==> config.mk <==
export PLATFORM = sky130hd
export DESIGN_NAME = pc_unit
export DESIGN_NICKNAME = d
export VERILOG_FILES = /design/src/rtl/pc_unit.sv
export SDC_FILE = /design/constraint.sdc
export NUM_CORES = 1
export LEC_CHECK = 0
export ABC_AREA = 1
export CORE_MARGIN = 2
export CORE_UTILIZATION = 61
export CTS_CLUSTER_SIZE = 24
export DETAILED_ROUTE_END_ITERATION = 12
export PLACE_DENSITY = 0.86
export SLEW_MARGIN = 10
export SYNTH_ARGS = -nofsm -noshare
export SYNTH_HDL_FRONTEND = slang
export SYNTH_SLANG_ARGS = --single-unit
==> constraint.sdc <==
create_clock -name clk -period 4.3 [get_ports clk]
set_input_delay 0.43 -clock clk [delete_from_list [all_inputs] [get_ports clk]]
set_output_delay 0.43 -clock clk [all_outputs]
set_load 0.02 [all_outputs]
==> src/rtl/pc_unit.sv <==
// pc_unit: program-counter sequencer with increment, jump, branch and a call/return stack
module pc_unit #(
  parameter int WIDTH = 16,
  parameter int DEPTH = 4,
  parameter logic [WIDTH-1:0] RESET_VECTOR = '0
) (
  input  logic             clk,
  input  logic             reset,
  input  logic             en,
  input  logic             jump,
  input  logic             branch,
  input  logic             call,
  input  logic             ret,
  input  logic [WIDTH-1:0] target,
  input  logic [WIDTH-1:0] offset,
  output logic [WIDTH-1:0] pc,
  output logic             stack_full,
  output logic             stack_empty,
  output logic             stack_err
);
  localparam int SPW = $clog2(DEPTH) + 1;
  logic [WIDTH-1:0] pc_q, pc_d;
  logic [SPW-1:0]   sp_q, sp_d;
  logic             err_q, err_d, push;
  logic [WIDTH-1:0] stack_q [DEPTH];
  logic [SPW-2:0]   top_idx;
  assign top_idx     = sp_q[SPW-2:0] - 1'b1;
  assign stack_full  = sp_q == SPW'(DEPTH);
  assign stack_empty = sp_q == '0;
  assign pc          = pc_q;
  assign stack_err   = err_q;
  // ret beats call, so a simultaneous call+ret never pushes
  always_comb begin
    pc_d  = pc_q;
    sp_d  = sp_q;
    err_d = err_q;
    push  = 1'b0;
    if (en) begin
      if (ret) begin
        if (stack_empty) err_d = 1'b1;
        else begin
          pc_d = stack_q[top_idx];
          sp_d = sp_q - 1'b1;
        end
      end else if (call) begin
        if (stack_full) err_d = 1'b1;
        else begin
          push = 1'b1;
          pc_d = target;
          sp_d = sp_q + 1'b1;
        end
      end else begin
        pc_d = jump ? target : branch ? pc_q + offset : pc_q + 1'b1;
      end
    end
  end
  always_ff @(posedge clk) begin
    if (reset) begin
      pc_q  <= RESET_VECTOR;
      sp_q  <= '0;
      err_q <= 1'b0;
    end else begin
      pc_q  <= pc_d;
      sp_q  <= sp_d;
      err_q <= err_d;
    end
  end
  always_ff @(posedge clk) begin
    if (push && !reset) stack_q[sp_q[SPW-2:0]] <= pc_q + 1'b1;
  end
endmodule

# [Word-level counts from Yosys, hierarchy flattened]
# Memories as Yosys holds them, arrays and structs flattened.
# Cells that the tools add are included.
[totals] mem_bits_rw=64 regBits=20 output_inout_bits=19 elab_cells=42 memories=1 in_bits=39
[classes] n_eq_ne=5 add_sub_neg=5 reduce_logical=8 n_mux=20
[memory_table] name="stack_q" depth=4 word_bits=16 read_ports=1 rd_clocked_by_memory_dff=0 wr=1 line_no="25" rtl="logic [WIDTH-1:0] stack_q [DEPTH];"
[ops] op="$mux W16" n=6
[ops] op="$add A16 B1 Y16 const B" n=1
[ops] op="$add A16 B16 Y16" n=1
[ops] op="$mux W3" n=4
[ops] op="$mux W1" n=10
[ops] op="$reduce_and A4 Y1" n=2
[ops] op="$ne A2 B2 Y1 const B" n=2
[ops] op="$reduce_bool A2 Y1" n=2
[ops] op="$add A3 B1 Y3 const B" n=1
[ops] op="$eq A3 B3 Y1 const B" n=1
[ops] op="$logic_not A3 Y1" n=1
[ops] op="$ne A3 B3 Y1 const B" n=1
[ops] op="$reduce_and A3 Y1" n=1
[ops] op="$sub A3 B1 Y3 const B" n=1
[ops] op="$ne A2 B1 Y1 const B" n=1
[ops] op="$sub A2 B1 Y2 const B" n=1
[ops] op="$logic_and A1 B1 Y1" n=1
[ops] op="$logic_not A1 Y1" n=1

# [Longest topological paths before layout]
[logic_depth] depth_word=8 ltp_mapped=15 mapped_depth_nobuf=15

# [Least setup slack after synthesis]
# No wires, ideal clock.
[synth_path] path_type="register to register" startpoint="register sp_q[0]" endpoint="memory stack_q[1][0] (enable)" arrival_ns=2.051 n_path_buf=1 required_ns=3.911 synth_period_minus_slack_ns=2.440 setup_ns=0.389 path_stages_with_launch=7 path_slack_ns=1.860 cell_sequence="dfxtp_1 clkinv_1 clkbuf_1 ha_1 nand2_1 nand4_1 nor2_1"
[synth_between] elab_chain_len=8
[synth_rtl] item="start: declaration" line_no="23" rtl="logic [SPW-1:0] sp_q, sp_d;"
[synth_rtl] item="start signal: assignment" line_no="64" rtl="sp_q <= sp_d;"
[synth_rtl] item="$eq A3 B3 Y1" line_no="28" rtl="assign stack_full = sp_q == SPW'(DEPTH);"
[synth_rtl] item="$mux W1" line_no="46" rtl="if (stack_full) err_d = 1'b1;"
[synth_rtl] item="$mux W1" line_no="45" rtl="end else if (call) begin"
[synth_rtl] item="$mux W1" line_no="39" rtl="if (ret) begin"
[synth_rtl] item="$mux W1" line_no="38" rtl="if (en) begin"
[synth_rtl] item="$logic_and A1 B1 Y1" line_no="69" rtl="if (push && !reset) stack_q[sp_q[SPW-2:0]] <= pc_q + 1'b1;"
[synth_rtl] item="$mux W1" line_no="69"
[synth_rtl] item="$mux W1 (implied by the code)" line_no="69"
[synth_rtl] item="end: declaration" line_no="25"
# Parallel ways exist; a longest one is shown, timed or not.

# [Worst setup path after layout]
[layout_path] startpoint="input ret" endpoint="register pc_q[9], in the netlist pc[9]"
[layout_between] elab_chain_len=2 elab_cells_between_ends=4 classes_between="eq/ne (2); mux (1); reduce/logical (1)"
[layout_rtl] item="start: declaration" line_no="13" rtl="input logic ret,"
[layout_rtl] item="$ne A3 B3 Y1 (no line) / $ne A2 B2 Y1 (equally long branches)"
[layout_rtl] item="$reduce_and A3 Y1 (no line)"
[layout_rtl] item="end signal: assignment" line_no="63" rtl="pc_q <= pc_d;"
[layout_rtl] item="end: declaration" line_no="22" rtl="logic [WIDTH-1:0] pc_q, pc_d;"
# Parallel ways exist; a longest one is shown, timed or not.
# A chain may end at the register's enable or synchronous reset.

==> impl_metrics.env <==
export IMPL_seq_power_share_pct=46.7
export IMPL_cts_made_buffers=9
export IMPL_critical_path_class="input port to flip-flop"
export IMPL_final_common_cell="nand2_1"
export IMPL_grt_start_max_net_pins=37
export IMPL_cp_common_cell="inv_1"
export IMPL_drt_wl_total_mm=13.6
export IMPL_antenna_cells=0
export IMPL_drc_errors=0
export IMPL_p_sw_uw=665
export IMPL_path_buf_inv=5
export IMPL_cts_setup_buffers=0
export IMPL_setup_worst_path_start_class="input port"
export IMPL_hold_viol=0
export IMPL_postSynthNetCount=663
export IMPL_netSwitchingFraction_pct=32.6
export IMPL_hpwl_mm=9.83
export IMPL_synth_seq_cells=84
export IMPL_power_leakage_nw=2.40
export IMPL_drt_met1_wl_mm=5.49
export IMPL_layout_nets=722
export IMPL_fin_cells=768
export IMPL_grt_antenna_before_repair=0
export IMPL_maxCapViolations=0
export IMPL_routabilityCongestion=0.929
export IMPL_initialDrtViolationCount=511
export IMPL_clk_pin_slew_ns=0.09
export IMPL_dr_total_vias=4532
export IMPL_track_usage_pct=32.9
export IMPL_power_density_nw_per_um2=354
export IMPL_cp_slowest_stage_delay_ns=0.78
export IMPL_via_per_inst=5.90
export IMPL_slowest_stage="clkdlybuf4s50_1"
export IMPL_num_rows=32
export IMPL_cts_sinks=84
export IMPL_grt_overflow_total=0
export IMPL_worst_pin_slew_ns=0.583
export IMPL_ir_drop_uv=164
export IMPL_start_util_pct=63.0
export IMPL_place_inst=752
export IMPL_syn_inst=602
export IMPL_cts_buffer_depth=2
export IMPL_crit_arrival_ns=3.12
export IMPL_core_area_um2=7730
export IMPL_clock_latency_ns=0.35
export IMPL_drive_gt1_share_pct=5.11
export IMPL_setup_violations=0
export IMPL_path_max_fanout=20
export IMPL_die_w_um=93.3
export IMPL_grt_pass1_wl_mm=21.6
export IMPL_tritoncts="built"
export IMPL_period_needed_ns=2.90
export IMPL_drv_slew=0
export IMPL_fin_crit_sh_pct=67.5
export IMPL_status="finished, final reports clean"
export IMPL_die_area_um2=8710
export IMPL_yosysWarnings=0
export IMPL_endpoint_kind="flip-flop"
export IMPL_grt_pass1_vias=4378
export IMPL_intPower_mw=1.37
export IMPL_seq_area_frac_synth_pct=47.7
export IMPL_pwr_share_comb_pct=27.0
export IMPL_io_pins=58
export IMPL_h_tree_depth=3
export IMPL_worstPathCellList="clkdlybuf4s50_1, buf_4, nand2_1, o21ai_1, inv_1, o21ai_2, inv_1, o21ai_0, inv_1, nand2_1, a21oi_1"
export IMPL_post_synth_cell_area_avg_um2=8.08
export IMPL_detail_route_antenna_nets=0
export IMPL_timing_fmax_mhz=344
export IMPL_ctsResizeCount=0
export IMPL_hp_class="flip-flop to flip-flop"
export IMPL_fin_util_pct=74.5
export IMPL_rsz0062_at_grt="false"
export IMPL_portBuffers=57
export IMPL_drtPass1Iterations=6
export IMPL_relSlewSlack_pct=61.1
export IMPL_finClkSkew_ns=0.00967
export IMPL_root_buffer="clkbuf_8"
export IMPL_area_growth_pct=18.3
export IMPL_required_ns=4.52
export IMPL_layout_common_cells="nand2_1, o21ai_0, inv_1"
export IMPL_pwr_share_clk_pct=26.3
export IMPL_total_power_mw=2.04
export IMPL_met2_length_mm=6.52
export IMPL_synthDistinctLibCells=32
export IMPL_cp_top_family="buffers and inverters"
export IMPL_fill_cells=566
export IMPL_wl_per_cell_um=17.7
export IMPL_cts_hold_fix_buffers=0
export IMPL_setup_tns_ns=0
export IMPL_route_top_layer_used="met4"
export IMPL_wl_met3_mm=1.09
export IMPL_syn_cell_area_um2=4870
export IMPL_fp_dieH_um=93.3
stage by stage:
| stage | setup WS (ns) | hold slack (ns) | cell area [um2] |
|---|---|---|---|
| finish | 1.40 | 0.554 | 5750 |
| global route | 1.25 | 0.575 | 5750 |
| CTS | 1.47 | 0.531 | 5750 |
| detailed placement | 1.21 | 0.492 | 5570 |
| global placement | 1.35 | 0.478 | 5570 |
| floorplan | 1.86 | 0.452 | 4870 |
tightest hold or removal path, cell delays in order (launching register included):
cell and delay, ns:
dfxtp_1 0.35, inv_1 0.10, a21oi_1 0.07
metal layers:
metal,up-vias,GRT usage (%)
met5,-,0
met4,0,15.9
met3,46,5.88
met2,268,54.1
met1,2061,42.3
li1,2157,-
sequential cells by signal, indices dropped and copies added (netlist names):
signal / cells
stack_q: 64
pc: 16
sp_q: 3
stack_err: 1
layout make-up:
class	instances	area (um2)	area share [%]
repair buffers	69	661	11.5
clock buffers	10	128	2.22
multi-input cells	429	2210	38.3
inverters	68	255	4.44
clock inverters	6	55.1	0.957
well taps	102	128	2.22
flip-flops and latches	84	2320	40.4
cells in the mapped netlist:
| master | instances | area share, % |
|---|---|---|
| inv_1 | 65 | 5.0 |
| dfxtp_1 | 20 | 8.2 |
| fa_1 | 2 | 0.82 |
| and2_1 | 1 | 0.13 |
| edfxtp_1 | 64 | 39 |
| o21ai_1 | 2 | 0.21 |
| buf_2 | 2 | 0.21 |
| nor2_2 | 2 | 0.26 |
| o21ai_0 | 68 | 7.0 |
| or2_1 | 1 | 0.13 |
| clkbuf_2 | 1 | 0.10 |
| inv_2 | 1 | 0.077 |
| o221ai_1 | 4 | 0.72 |
| nand3b_1 | 1 | 0.15 |
| o211ai_1 | 2 | 0.31 |
| nor3_4 | 1 | 0.33 |
| clkinv_1 | 2 | 0.15 |
| clkbuf_1 | 18 | 1.4 |
| or2_2 | 2 | 0.26 |
| o22ai_1 | 13 | 1.7 |
| nand2_1 | 129 | 10 |
| xor2_1 | 7 | 1.3 |
| ha_1 | 20 | 5.1 |
| nand4_1 | 8 | 1.0 |
| nand2_2 | 2 | 0.26 |
| a21oi_1 | 48 | 4.9 |
| o21bai_1 | 2 | 0.31 |
| nor3_1 | 7 | 0.72 |
| nor2_1 | 64 | 4.9 |
| nand3_1 | 38 | 3.9 |
| xnor2_1 | 4 | 0.72 |
| o21ai_2 | 1 | 0.18 |
power groups by stage:
stage               clock network, mW  logic [mW]  registers [mW]
floorplan                           0       0.323           0.975
global placement                    0       0.510           0.966
detailed placement                  0       0.531           0.967
CTS                             0.531       0.540           0.950
global route                    0.570       0.606           0.955
finish                          0.537       0.550           0.952
logic make-up after synthesis:
group / share of synthesized area (%)
adder cells (fa/ha/maj): 5.97
AO/OA/AOI/OAI: 15.3
XOR/XNOR: 1.98
flip-flops: 47.7
buffers and inverters: 6.94
AND/OR/NAND/NOR: 22.1
worst paths after layout:
kind / start / to / slack, ns / cells past startpoint
worst max-delay path: ret / pc[9] / 1.40 / 11
worst min-delay path: sp_q[2] / sp_q[2] / 0.55 / 2
worst max register to register: sp_q[1] / pc[9] / 1.54 / 13
worst min register to register: sp_q[2] / sp_q[2] / 0.55 / 2
(Power assumes the default switching activity.)
